`config.mk`:
```
export PLATFORM = sky130hd
export DESIGN_NAME = spi_slave_core
export DESIGN_NICKNAME = d
export VERILOG_FILES = /design/src/rtl/spi_pkg.sv /design/src/rtl/spi_sync_edge.sv /design/src/rtl/spi_slave_core.sv
export SDC_FILE = /design/constraint.sdc
export NUM_CORES = 1
export LEC_CHECK = 0
export CELL_PAD_IN_SITES_DETAIL_PLACEMENT = 1
export CELL_PAD_IN_SITES_GLOBAL_PLACEMENT = 1
export CORE_UTILIZATION = 46
export CTS_CLUSTER_DIAMETER = 100
export CTS_CLUSTER_SIZE = 12
export DETAILED_ROUTE_END_ITERATION = 8
export PLACE_DENSITY_LB_ADDON = 0.1
export SYNTH_ARGS = -nofsm -noshare
export SYNTH_HDL_FRONTEND = slang
export SYNTH_HIERARCHICAL = 1
export SYNTH_SLANG_ARGS = --single-unit
```
`constraint.sdc`:
```
create_clock -name sys_clk -period 5.5 [get_ports sys_clk]
set_input_delay 0.825 -clock sys_clk [delete_from_list [all_inputs] [get_ports sys_clk]]
set_output_delay 0.825 -clock sys_clk [all_outputs]
set_load 0.05 [all_outputs]
```
`src/rtl/spi_pkg.sv`:
```
// Shared types and constants for the SPI responder.
package spi_pkg;

    typedef enum logic [0:0] {
        IDLE   = 1'b0,
        ACTIVE = 1'b1
    } spi_slv_state_e;

    localparam int unsigned SPI_DATA_W = 8;

    // Wide enough to truncate to any word width
    localparam logic [63:0] SPI_FILL_WORD = '1;

endpackage

```
`src/rtl/spi_sync_edge.sv`:
```
// Multi-flop synchronizer with registered rise/fall pulse outputs.
module spi_sync_edge
    import spi_pkg::*;
#(
    parameter int unsigned STAGES  = 2,
    parameter logic        RST_VAL = 1'b0
) (
    input  logic clk_i,
    input  logic rst_ni,
    input  logic d_i,
    output logic rise_o,
    output logic fall_o
);

    logic [STAGES-1:0] sync_q;
    logic              prev_q;
    logic              rise_q;
    logic              fall_q;

    always_ff @(posedge clk_i or negedge rst_ni) begin
        if (!rst_ni) begin
            sync_q <= {STAGES{RST_VAL}};
            prev_q <= RST_VAL;
            rise_q <= 1'b0;
            fall_q <= 1'b0;
        end else begin
            sync_q <= {sync_q[STAGES-2:0], d_i};
            prev_q <= sync_q[STAGES-1];
            rise_q <= sync_q[STAGES-1] & ~prev_q;
            fall_q <= ~sync_q[STAGES-1] & prev_q;
        end
    end

    assign rise_o = rise_q;
    assign fall_o = fall_q;

endmodule

```
`src/rtl/spi_slave_core.sv`:
```
// SPI mode-3 responder clocked from sys_clk.
// Define SPI_SLAVE_ERR_EN for sticky overrun/underrun flags.
module spi_slave_core
    import spi_pkg::*;
#(
    parameter int unsigned DATA_W      = SPI_DATA_W,
    parameter int unsigned SYNC_STAGES = 2
) (
    input  logic              sys_clk,
    input  logic              sys_rst_n,
    input  logic              spi_clk_i,
    input  logic              spi_cs_i,
    input  logic              spi_mosi_i,
    output logic              spi_miso_o,
    input  logic [DATA_W-1:0] tx_data_i,
    input  logic              tx_valid_i,
    output logic              tx_ack_o,
    output logic [DATA_W-1:0] rx_data_o,
    output logic              rx_valid_o,
    output logic              busy_o
`ifdef SPI_SLAVE_ERR_EN
    ,
    input  logic              rx_ack_i,
    input  logic              err_clr_i,
    output logic              rx_overrun_o,
    output logic              tx_underrun_o
`endif
);

    localparam logic [0:0] ST_IDLE   = 1'(IDLE);
    localparam logic [0:0] ST_ACTIVE = 1'(ACTIVE);

    localparam int unsigned CNT_W = (DATA_W > 1) ? $clog2(DATA_W) : 1;
    localparam logic [CNT_W-1:0] CNT_LAST = CNT_W'(DATA_W - 1);
    localparam logic [DATA_W-1:0] FILL = DATA_W'(SPI_FILL_WORD);

    logic sclk_rise;
    logic sclk_fall;
    logic cs_rise;
    logic cs_fall;

    spi_sync_edge #(
        .STAGES (SYNC_STAGES),
        .RST_VAL(1'b1)
    ) u_sclk_sync (
        .clk_i (sys_clk),
        .rst_ni(sys_rst_n),
        .d_i   (spi_clk_i),
        .rise_o(sclk_rise),
        .fall_o(sclk_fall)
    );

    spi_sync_edge #(
        .STAGES (SYNC_STAGES),
        .RST_VAL(1'b1)
    ) u_cs_sync (
        .clk_i (sys_clk),
        .rst_ni(sys_rst_n),
        .d_i   (spi_cs_i),
        .rise_o(cs_rise),
        .fall_o(cs_fall)
    );

    // Extra stage matches the edge detector's compare flop
    logic [SYNC_STAGES-1:0] mosi_sync_q;
    logic                   mosi_q;

    always_ff @(posedge sys_clk or negedge sys_rst_n) begin
        if (!sys_rst_n) begin
            mosi_sync_q <= '0;
            mosi_q      <= 1'b0;
        end else begin
            mosi_sync_q <= {mosi_sync_q[SYNC_STAGES-2:0], spi_mosi_i};
            mosi_q      <= mosi_sync_q[SYNC_STAGES-1];
        end
    end

    logic [0:0]        state_q,   state_d;
    logic [CNT_W-1:0]  cnt_q,     cnt_d;
    logic [DATA_W-1:0] tx_sh_q,   tx_sh_d;
    logic [DATA_W-1:0] rx_sh_q,   rx_sh_d;
    logic [DATA_W-1:0] rx_data_q, rx_data_d;
    logic              rx_vld_q,  rx_vld_d;
    logic              tx_ack_q,  tx_ack_d;
    logic              miso_q,    miso_d;

    logic in_active;
    logic cs_exit;
    logic run;
    logic fall_load;
    logic rise_last;

    // CS falling is taken first so a coincident SCLK edge still counts
    assign in_active = (state_q == ST_ACTIVE);
    assign cs_exit   = in_active & cs_rise;
    assign run       = ~cs_exit & (in_active | cs_fall);
    assign fall_load = run & sclk_fall & (cnt_q == '0);
    assign rise_last = run & sclk_rise & (cnt_q == CNT_LAST);

    always_comb begin
        state_d   = state_q;
        cnt_d     = cnt_q;
        tx_sh_d   = tx_sh_q;
        rx_sh_d   = rx_sh_q;
        rx_data_d = rx_data_q;
        rx_vld_d  = 1'b0;
        tx_ack_d  = 1'b0;
        miso_d    = miso_q;

        if (cs_exit) begin
            state_d = ST_IDLE;
            cnt_d   = '0;
            miso_d  = 1'b0;
        end else if (run) begin
            state_d = ST_ACTIVE;
            if (sclk_fall) begin
                if (fall_load) begin
                    tx_sh_d  = tx_valid_i ? tx_data_i : FILL;
                    tx_ack_d = tx_valid_i;
                end else begin
                    tx_sh_d = {tx_sh_q[DATA_W-2:0], 1'b0};
                end
                miso_d = tx_sh_d[DATA_W-1];
            end
            if (sclk_rise) begin
                rx_sh_d = {rx_sh_q[DATA_W-2:0], mosi_q};
                if (rise_last) begin
                    cnt_d     = '0;
                    rx_data_d = rx_sh_d;
                    rx_vld_d  = 1'b1;
                end else begin
                    cnt_d = cnt_q + CNT_W'(1);
                end
            end
        end
    end

    always_ff @(posedge sys_clk or negedge sys_rst_n) begin
        if (!sys_rst_n) begin
            state_q   <= ST_IDLE;
            cnt_q     <= '0;
            tx_sh_q   <= '0;
            rx_sh_q   <= '0;
            rx_data_q <= '0;
            rx_vld_q  <= 1'b0;
            tx_ack_q  <= 1'b0;
            miso_q    <= 1'b0;
        end else begin
            state_q   <= state_d;
            cnt_q     <= cnt_d;
            tx_sh_q   <= tx_sh_d;
            rx_sh_q   <= rx_sh_d;
            rx_data_q <= rx_data_d;
            rx_vld_q  <= rx_vld_d;
            tx_ack_q  <= tx_ack_d;
            miso_q    <= miso_d;
        end
    end

    assign spi_miso_o = miso_q;
    assign tx_ack_o   = tx_ack_q;
    assign rx_data_o  = rx_data_q;
    assign rx_valid_o = rx_vld_q;
    assign busy_o     = in_active;

`ifdef SPI_SLAVE_ERR_EN
    logic pend_q,  pend_d;
    logic ovr_q,   ovr_d;
    logic undr_q,  undr_d;

    // A word is pending from its completion until rx_ack_i
    always_comb begin
        pend_d = pend_q;
        ovr_d  = ovr_q;
        undr_d = undr_q;
        if (rise_last) begin
            pend_d = 1'b1;
            if (pend_q && !rx_ack_i) begin
                ovr_d = 1'b1;
            end
        end else if (rx_ack_i) begin
            pend_d = 1'b0;
        end
        if (fall_load && !tx_valid_i) begin
            undr_d = 1'b1;
        end
        if (err_clr_i) begin
            ovr_d  = 1'b0;
            undr_d = 1'b0;
        end
    end

    always_ff @(posedge sys_clk or negedge sys_rst_n) begin
        if (!sys_rst_n) begin
            pend_q <= 1'b0;
            ovr_q  <= 1'b0;
            undr_q <= 1'b0;
        end else begin
            pend_q <= pend_d;
            ovr_q  <= ovr_d;
            undr_q <= undr_d;
        end
    end

    assign rx_overrun_o  = ovr_q;
    assign tx_underrun_o = undr_q;
`endif

endmodule

```
==> results of run 1 <==
==> per-stage QoR <==
stage	util [%]	worst slack, ns
finish	60.89	3.068
floorplan	-	3.780
global route	60.89	2.980
global placement	58.02	3.355
detailed placement	58.02	3.291
CTS	60.89	3.054
==> area by class of cell <==
type,instances,area [um2]
inverters,7,26.28
clock inverters,2,16.27
well taps,46,57.56
flip-flops and latches,42,1059
fillers,338,1346
multi-input cells,68,609.3
clock buffers,6,82.58
repair buffers,25,245.2
==> cells in the mapped netlist, types with 2 or more instances <==
| library cell | count | area (um2) |
|---|---|---|
| and2b_2 | 2 | 17.52 |
| nor2b_1 | 5 | 31.28 |
| mux2_2 | 21 | 236.5 |
| nand2b_1 | 3 | 18.77 |
| mux2i_1 | 6 | 60.06 |
| or4bb_1 | 3 | 33.78 |
| o21ai_0 | 6 | 30.03 |
| inv_1 | 7 | 26.28 |
| a32o_1 | 2 | 20.02 |
| nor2_1 | 2 | 7.510 |
| dfstp_2 | 6 | 157.7 |
| dfrtp_1 | 36 | 900.9 |
| nand2_1 | 3 | 11.26 |
| ha_1 | 3 | 37.54 |
==> routing by layer <==
| layer | GRT usage, % | share of wire (%) |
|---|---|---|
| met3 | 4.745 | 4.0 |
| met5 | 0 | 0 |
| met1 | 21.04 | 43 |
| met4 | 6.105 | 0.65 |
| met2 | 29.30 | 52 |
==> cell families after synthesis <==
logic type,after synthesis
simple gates,25
fa+ha+maj,3
mux,27
buf+inv,10
flops,42
compound gates,13
==> layout by cell type (no fill, tap or decap), types with 2 or more instances in the layout <==
cell type | Yosys | final
inv_1 | 7 | 7
clkdlybuf4s50_1 | 0 | 24
mux2i_1 | 6 | 6
mux2_2 | 21 | 21
clkbuf_8 | 0 | 6
nor2_1 | 2 | 2
o21ai_0 | 6 | 6
dfstp_2 | 6 | 6
nand2_1 | 3 | 3
nand2b_1 | 3 | 3
a32o_1 | 2 | 2
dfrtp_1 | 36 | 36
or4bb_1 | 3 | 3
ha_1 | 3 | 3
and2b_2 | 2 | 2
nor2b_1 | 5 | 5
==> registers in the layout, summed over array words and instances, names as in the netlist, 2 cells and up <==
register	cells
rx_data_o	8
rx_sh_q	7
tx_sh_q	7
cnt_q	3
mosi_sync_q	2
u_cs_sync/sync_q	2
u_sclk_sync/sync_q	2
==> report_power, final <==
group / leakage (nW) / switching (mW) / internal, mW / total (mW)
registers: 0.514 / 0.0475 / 0.386 / 0.434
logic: 0.372 / 0.138 / 0.127 / 0.265
clock network: 0.0478 / 0.106 / 0.103 / 0.209
==> worst paths after layout <==
path                                                from                  endpoint  slack (ns)
worst max register to register      cnt_q[0]$_DFFE_PN0P_    tx_sh_q[2]$_DFFE_PN0P_        3.48
worst max-delay path                  busy_o$_DFFE_PN0P_                    busy_o        3.07
worst min-delay path            mosi_sync_q[0]$_DFF_PN0_  mosi_sync_q[1]$_DFF_PN0_        0.36
max in group asynchronous                      sys_rst_n      rx_valid_o$_DFF_PN0_        4.28
worst min register to register  mosi_sync_q[0]$_DFF_PN0_  mosi_sync_q[1]$_DFF_PN0_        0.36
min in group asynchronous                      sys_rst_n    tx_sh_q[5]$_DFFE_PN0P_        0.66
==> results.json, run 1 <==
{
  "outcome": "complete, no violations",
  "slew_viol_final": 0,
  "dpl_cell_area_um2": 1997,
  "critPathTopFamily": "buffers and inverters",
  "muxShareOfSynthArea_pct": 17.30,
  "rows": 21,
  "globalRouteOverflowTotal": 0,
  "cts_resized": 0,
  "hold_slack_ns": 0.3557,
  "drive_gt1_share_pct": 30.67,
  "worst-path-buf-inv": 1,
  "synth-edff-count": 0,
  "cts_max_level": 2,
  "placed_cells": 188,
  "num_vias": 998,
  "cts.clk_slew.worst_paths_ns": 0.08,
  "pin_count": 26,
  "cp_max_fo": 8,
  "hold_depth": 0,
  "grt_pass1_wl_um": 5202,
  "slowest_delay_ns": 0.85,
  "setup_violations": 0,
  "cts_hold_buf": 0,
  "die_w_um": 63.05,
  "synth_top_family_by_area": "multiplexers",
  "worst_pin_slew_ns": 0.8957,
  "worstSetupPathType": "reg2out",
  "ys.flop_type": "dfrtp_1",
  "hold_path_class": "reg2reg",
  "post-route-period-util_pct": 44.21,
  "startpoint_type": "flip-flop",
  "synth_fa_ha_area_share_pct": 2.190,
  "period_minus_slack_ns": 2.432,
  "rsz0062_at_grt": "false",
  "finClkSkew_ns": 0.006196,
  "ir_worst_vdd_uv": 303.2,
  "ys_ff_latch": 42,
  "worstPathRequired_ns": 4.68,
  "cts_sinks": 42,
  "synth_compound_area_share_pct": 5.109,
  "p_leak_nw": 0.9337,
  "fin_tns_setup_ns": 0,
  "yosysUniqueCellTypes": 29,
  "track_usage_pct": 17.32,
  "postCtsSetupBuffers": 0,
  "grt_max_degree": 43,
  "antenna_found_initial": 0,
  "path_depth": 1,
  "cts_tree": "built",
  "clock.fmax_ghz": 0.4112,
  "portBuffers": 25,
  "maxCapViolations": 0,
  "wire_per_inst_um": 14.98,
  "grt_pass1_vias": 1095,
  "dp.final_hpwl_um": 2090,
  "clockBufferDepth": 2,
  "root_buffer": "clkbuf_8",
  "fin_cells": 196,
  "synth_nets": 137,
  "finalHoldViolations": 0,
  "ant_nets": 0,
  "yosysWarnings": 6,
  "diodes": 0,
  "drtPass1Iterations": 4,
  "drt_iter0_markers": 27,
  "syn_area_per_cell_um2": 14.28,
  "initial_utilization_pct": 49.80,
  "pwr_density_cell_nw_per_um2": 433.4,
  "critPathArrivalTime_ns": 1.61,
  "slew_headroom_pct": 40.28,
  "worstRegToRegCells": 5,
  "cts_inserted_buffers": 5,
  "finalPower_uw": 908.4,
  "crit_chain": "clkdlybuf4s50_1",
  "nets": 166,
  "via_per_inst": 5.092,
  "routabilityCongestion": 0.7137,
  "synthArstFlopShare_pct": 100.0,
  "wl_um": 2936,
  "die-area_um2": 3975,
  "seq_area_frac_synth_pct": 61.75,
  "syn_to_final_growth_pct": 22.26,
  "die_h_um": 63.05,
  "yosys.area_share.simple_pct": 10.95,
  "cp-end-kind": "output pin",
  "fin_area_um2": 2096,
  "drc_errors": 0,
  "syn_area_um2": 1714,
  "slowest_stage": "clkdlybuf4s50_1",
  "core_um2": 3442,
  "postSynthCellCount": 120,
  "synthXorXnorAreaFrac_pct": 0,
  "clock_latency_ns": 0.29
}
(Power assumes the default switching activity.)
==> run 2: changes to the inputs <==
--- a/config.mk
+++ b/config.mk
@@ -7,7 +7,7 @@
 export LEC_CHECK = 0
 export CELL_PAD_IN_SITES_DETAIL_PLACEMENT = 1
 export CELL_PAD_IN_SITES_GLOBAL_PLACEMENT = 1
-export CORE_UTILIZATION = 46
+export CORE_UTILIZATION = 43
 export CTS_CLUSTER_DIAMETER = 100
 export CTS_CLUSTER_SIZE = 12
 export DETAILED_ROUTE_END_ITERATION = 8
==> constraint.sdc (replaced) <==
create_clock -name sys_clk -period 2.4 [get_ports sys_clk]
set_input_delay 0.36 -clock sys_clk [delete_from_list [all_inputs] [get_ports sys_clk]]
set_output_delay 0.36 -clock sys_clk [all_outputs]
set_load 0.05 [all_outputs]
==> results.json, run 2 (same netlist as run 1, synthesis figures left out) <==
{
  "cts_max_level": 2,
  "ant_nets": 0,
  "rsz0062_at_grt": "false",
  "finalHoldViolations": 0,
  "cts_resized": 0,
  "drive_gt1_share_pct": 30.46,
  "grt_pass1_wl_um": 5409,
  "via_per_inst": 5.060,
  "wl_um": 3021,
  "syn_to_final_growth_pct": 22.41,
  "clock_latency_ns": 0.29,
  "antenna_found_initial": 0,
  "final.fill_count": 386,
  "dp.final_hpwl_um": 2125,
  "placed_cells": 191,
  "grt_pass1_vias": 1140,
  "num_vias": 1007,
  "fin_cells": 199,
  "fin_util_pct": 56.05,
  "startpoint_type": "flip-flop",
  "crit_chain": "clkdlybuf4s50_1",
  "final_cell_mix": "dfrtp_1 (36), clkdlybuf4s50_1 (24), mux2_2 (21), inv_1 (7)",
  "track_usage_pct": 17.33,
  "wire_per_inst_um": 15.18,
  "die-area_um2": 4243,
  "drt_iter0_markers": 21,
  "pin_count": 26,
  "core_um2": 3744,
  "root_buffer": "clkbuf_8",
  "cts_tree": "built",
  "drtPass1Iterations": 4,
  "finClkSkew_ns": 0.008917,
  "diodes": 0,
  "rows": 22,
  "initial_utilization_pct": 45.79,
  "drc_errors": 0,
  "final_common_cell": "dfrtp_1",
  "critPathTopFamily": "buffers and inverters",
  "worst-path-buf-inv": 1,
  "critPathArrivalTime_ns": 1.66,
  "fin_tns_setup_ns": 0,
  "routabilityCongestion": 0.7416,
  "outcome": "complete, no violations",
  "hold_slack_ns": 0.1929,
  "nets": 167,
  "clock.fmax_ghz": 0.4957,
  "hold_path_class": "in2async",
  "post-place-ws_ns": 0.6028,
  "cts_sinks": 42,
  "post-route-period-util_pct": 84.06,
  "cp_max_fo": 8,
  "cts_hold_buf": 0,
  "worstSetupPathType": "reg2out",
  "cp-end-kind": "output pin",
  "finalPower_mw": 2.084,
  "fin_ws_ns": 0.3825,
  "globalRouteOverflowTotal": 0,
  "worstPathRequired_ns": 2.04,
  "pwr_density_cell_nw_per_um2": 993.0,
  "portBuffers": 25,
  "postCtsSetupBuffers": 0,
  "setup_violations": 0,
  "grt_max_degree": 43,
  "ir_worst_vdd_uv": 554.3,
  "multi_input_area_um2": 609.3,
  "die_w_um": 65.14,
  "p_leak_nw": 0.9391,
  "cts.clk_slew.worst_paths_ns": 0.08,
  "cts_inserted_buffers": 5,
  "slew_headroom_pct": 39.93,
  "maxCapViolations": 0,
  "slowest_delay_ns": 0.86,
  "slowest_stage": "clkdlybuf4s50_1",
  "seq_area_um2": 1059,
  "fin_area_um2": 2098,
  "dpl_cell_area_um2": 2007,
  "largest_reg_flops": 8,
  "die_h_um": 65.14,
  "clockBufferDepth": 2,
  "slew_viol_final": 0,
  "period_minus_slack_ns": 2.018,
  "worst_pin_slew_ns": 0.9011
}
## run 2: where the power goes
| group | switching, mW | internal (mW) |
|---|---|---|
| Sequential | 0.113 | 0.886 |
| Combinational | 0.318 | 0.304 |
| Clock | 0.231 | 0.232 |
| Total | 0.662 | 1.42 |
## run 2: worst paths after layout
path / cells past startpoint / slack, ns / startpoint / endpoint
min reg2reg: 0 / 0.36 / u_sclk_sync/sync_q[0]$_DFF_PN1_ / u_sclk_sync/sync_q[1]$_DFF_PN1_
min in group sys_clk: 0 / 0.36 / u_sclk_sync/sync_q[0]$_DFF_PN1_ / u_sclk_sync/sync_q[1]$_DFF_PN1_
max reg2reg: 5 / 0.62 / cnt_q[0]$_DFFE_PN0P_ / rx_data_o[2]$_DFFE_PN0P_
max: 1 / 0.38 / busy_o$_DFFE_PN0P_ / busy_o
min: 1 / 0.19 / sys_rst_n / rx_sh_q[6]$_DFFE_PN0P_
max in group asynchronous: 1 / 1.64 / sys_rst_n / tx_sh_q[0]$_DFFE_PN0P_
## run 2: cell type report
cell class | instances | share of cell area [%]
inverter | 7 | 1.252
timing repair buffer | 26 | 12.05
multi-input combinational | 68 | 29.04
clock inverter | 1 | 0.2385
clock buffer | 7 | 4.114
sequential | 42 | 50.45
tap | 48 | 2.862
## run 2: layer usage
metal,up-vias,routed length (um),track usage (%)
met4,0,76,7.880
met1,508,1409,22.04
li1,471,-,-
met3,8,113,5.556
met5,-,0,0
met2,20,1421,26.95
==> run 3: changes to the inputs <==
==> constraint.sdc (replaced) <==
create_clock -name sys_clk -period 1.9 [get_ports sys_clk]
set_input_delay 0.285 -clock sys_clk [delete_from_list [all_inputs] [get_ports sys_clk]]
set_output_delay 0.285 -clock sys_clk [all_outputs]
set_load 0.05 [all_outputs]
==> results.json, run 3 (same netlist as run 1, synthesis figures left out) <==
{
  "portBuffers": 25,
  "wl_um": 3302,
  "sw_frac_of_total_pct": 31.17,
  "final_common_cell": "dfrtp_1",
  "largest_reg_flops": 8,
  "ant_nets": 0,
  "grt_max_degree": 43,
  "clock.fmax_ghz": 0.5556,
  "seqPwrFrac_pct": 45.6,
  "rsz0062_at_grt": "false",
  "die_w_um": 65.14,
  "cts_tree": "built",
  "drive_gt1_share_pct": 32.47,
  "cp-end-kind": "flip-flop",
  "cts.clk_slew.worst_paths_ns": 0.08,
  "finalPower_mw": 2.776,
  "finalHoldViolations": 0,
  "core_um2": 3744,
  "outcome": "complete, no violations",
  "antenna_found_initial": 0,
  "cts_inserted_buffers": 5,
  "grt_pass1_vias": 1196,
  "die_h_um": 65.14,
  "slowest_stage": "dfrtp_1",
  "fin_area_um2": 2137,
  "worst_pin_slew_ns": 0.5189,
  "die-area_um2": 4243,
  "cts_sinks": 42,
  "pin_count": 26,
  "period_minus_slack_ns": 1.800,
  "post-route-period-util_pct": 94.72,
  "nets": 170,
  "setup_violations": 0,
  "initial_utilization_pct": 45.79,
  "rows": 22,
  "startpoint_type": "flip-flop",
  "finClkSkew_ns": 0.002000,
  "fin_tns_setup_ns": 0,
  "track_usage_pct": 18.52,
  "drc_errors": 0,
  "diodes": 0,
  "postCtsSetupBuffers": 0,
  "fin_ws_ns": 0.1003,
  "crit_chain": "inv_1 > ha_1 > nor2b_1 > mux2_2 > mux2_2",
  "power.internal_mw": 1.911,
  "post-place-ws_ns": 0.1224,
  "syn_to_final_growth_pct": 24.67,
  "worst-path-buf-inv": 1,
  "globalRouteOverflowTotal": 0,
  "critPathArrivalTime_ns": 1.98,
  "pwr_density_cell_nw_per_um2": 1299,
  "crit_top_cell": "mux2_2",
  "num_vias": 1032,
  "ir_worst_vdd_uv": 624.9,
  "hold_path_class": "in2async",
  "dp.final_hpwl_um": 2292,
  "clock_latency_ns": 0.29,
  "cts_max_level": 2,
  "dpl_cell_area_um2": 2027,
  "comb_power_share_pct": 29.7,
  "clockBufferDepth": 2,
  "slowest_delay_ns": 0.42,
  "slew_headroom_pct": 65.41,
  "cts_resized": 0,
  "critPathTopFamily": "multiplexers",
  "wire_per_inst_um": 16.35,
  "drtPass1Iterations": 4,
  "worstSetupPathType": "reg2reg",
  "drt_iter0_markers": 67,
  "p_clk_share_pct": 24.7,
  "grt_pass1_wl_um": 5733,
  "via_per_inst": 5.109,
  "worstPathRequired_ns": 2.08,
  "cp_max_fo": 4,
  "cts_hold_buf": 0,
  "maxCapViolations": 0,
  "root_buffer": "clkbuf_8",
  "slew_viol_final": 0,
  "netSwitchingPower_uw": 865.3,
  "p_leak_nw": 0.9578,
  "final_cell_mix": "dfrtp_1 (36), clkdlybuf4s50_1 (23), mux2_2 (21), inv_1 (7)",
  "routabilityCongestion": 0.7816
}
## run 3: changes by cell type in the layout (fill, tap and decap cells not counted)
cell	change
clkdlybuf4s50_1	-1
clkinv_2	-1
buf_4	+4
clkbuf_8	-1
clkinvlp_4	+1
bufinv_16	+1
## run 3: path summary, 6_finish.rpt
path / startpoint / end / slack, ns / depth (start not counted)
hold reg to reg: mosi_sync_q[1]$_DFF_PN0_ / mosi_q$_DFF_PN0_ / 0.35 / 0
max in group asynchronous: sys_rst_n / u_cs_sync/prev_q$_DFF_PN1_ / 1.48 / 2
min in group sys_clk: mosi_sync_q[1]$_DFF_PN0_ / mosi_q$_DFF_PN0_ / 0.35 / 0
setup / recovery: cnt_q[0]$_DFFE_PN0P_ / tx_sh_q[2]$_DFFE_PN0P_ / 0.10 / 5
setup reg to reg: cnt_q[0]$_DFFE_PN0P_ / tx_sh_q[2]$_DFFE_PN0P_ / 0.10 / 5
hold / removal: sys_rst_n / u_cs_sync/fall_o$_DFF_PN0_ / 0.04 / 2
## run 3: cell type report
type	count	area, um2
Inverter	7	26.28
Multi-Input combinational cell	68	609.3
Fill cell	397	1607
Clock buffer	6	72.57
Timing Repair Buffer	29	272.8
Tap cell	48	60.06
Clock inverter	2	37.54
Sequential cell	42	1059
## run 3: layer usage
metal  wire (um)  global-route usage (%)
met5           0                       0
met4          43                   8.152
met3         112                   4.340
met1        1411                   21.80
met2        1734                   32.16
## run 3: per-stage QoR
step / util (%) / hold WS, ns / instances
floorplan: - / -0.01059 / 120
global placement: 54.14 / 0.3403 / 194
detailed placement: 54.14 / 0.3365 / 194
CTS: 57.09 / 0.06974 / 202
global route: 57.09 / 0.07981 / 202
finish: 57.09 / 0.04342 / 202
## run 3: power by group through the flow
stage	logic (mW)	clock network (mW)	registers (mW)
floorplan	0.422	0	1.38
global placement	0.783	0	1.27
detailed placement	0.820	0	1.28
CTS	0.835	0.709	1.27
global route	0.894	0.747	1.31
finish	0.824	0.686	1.27
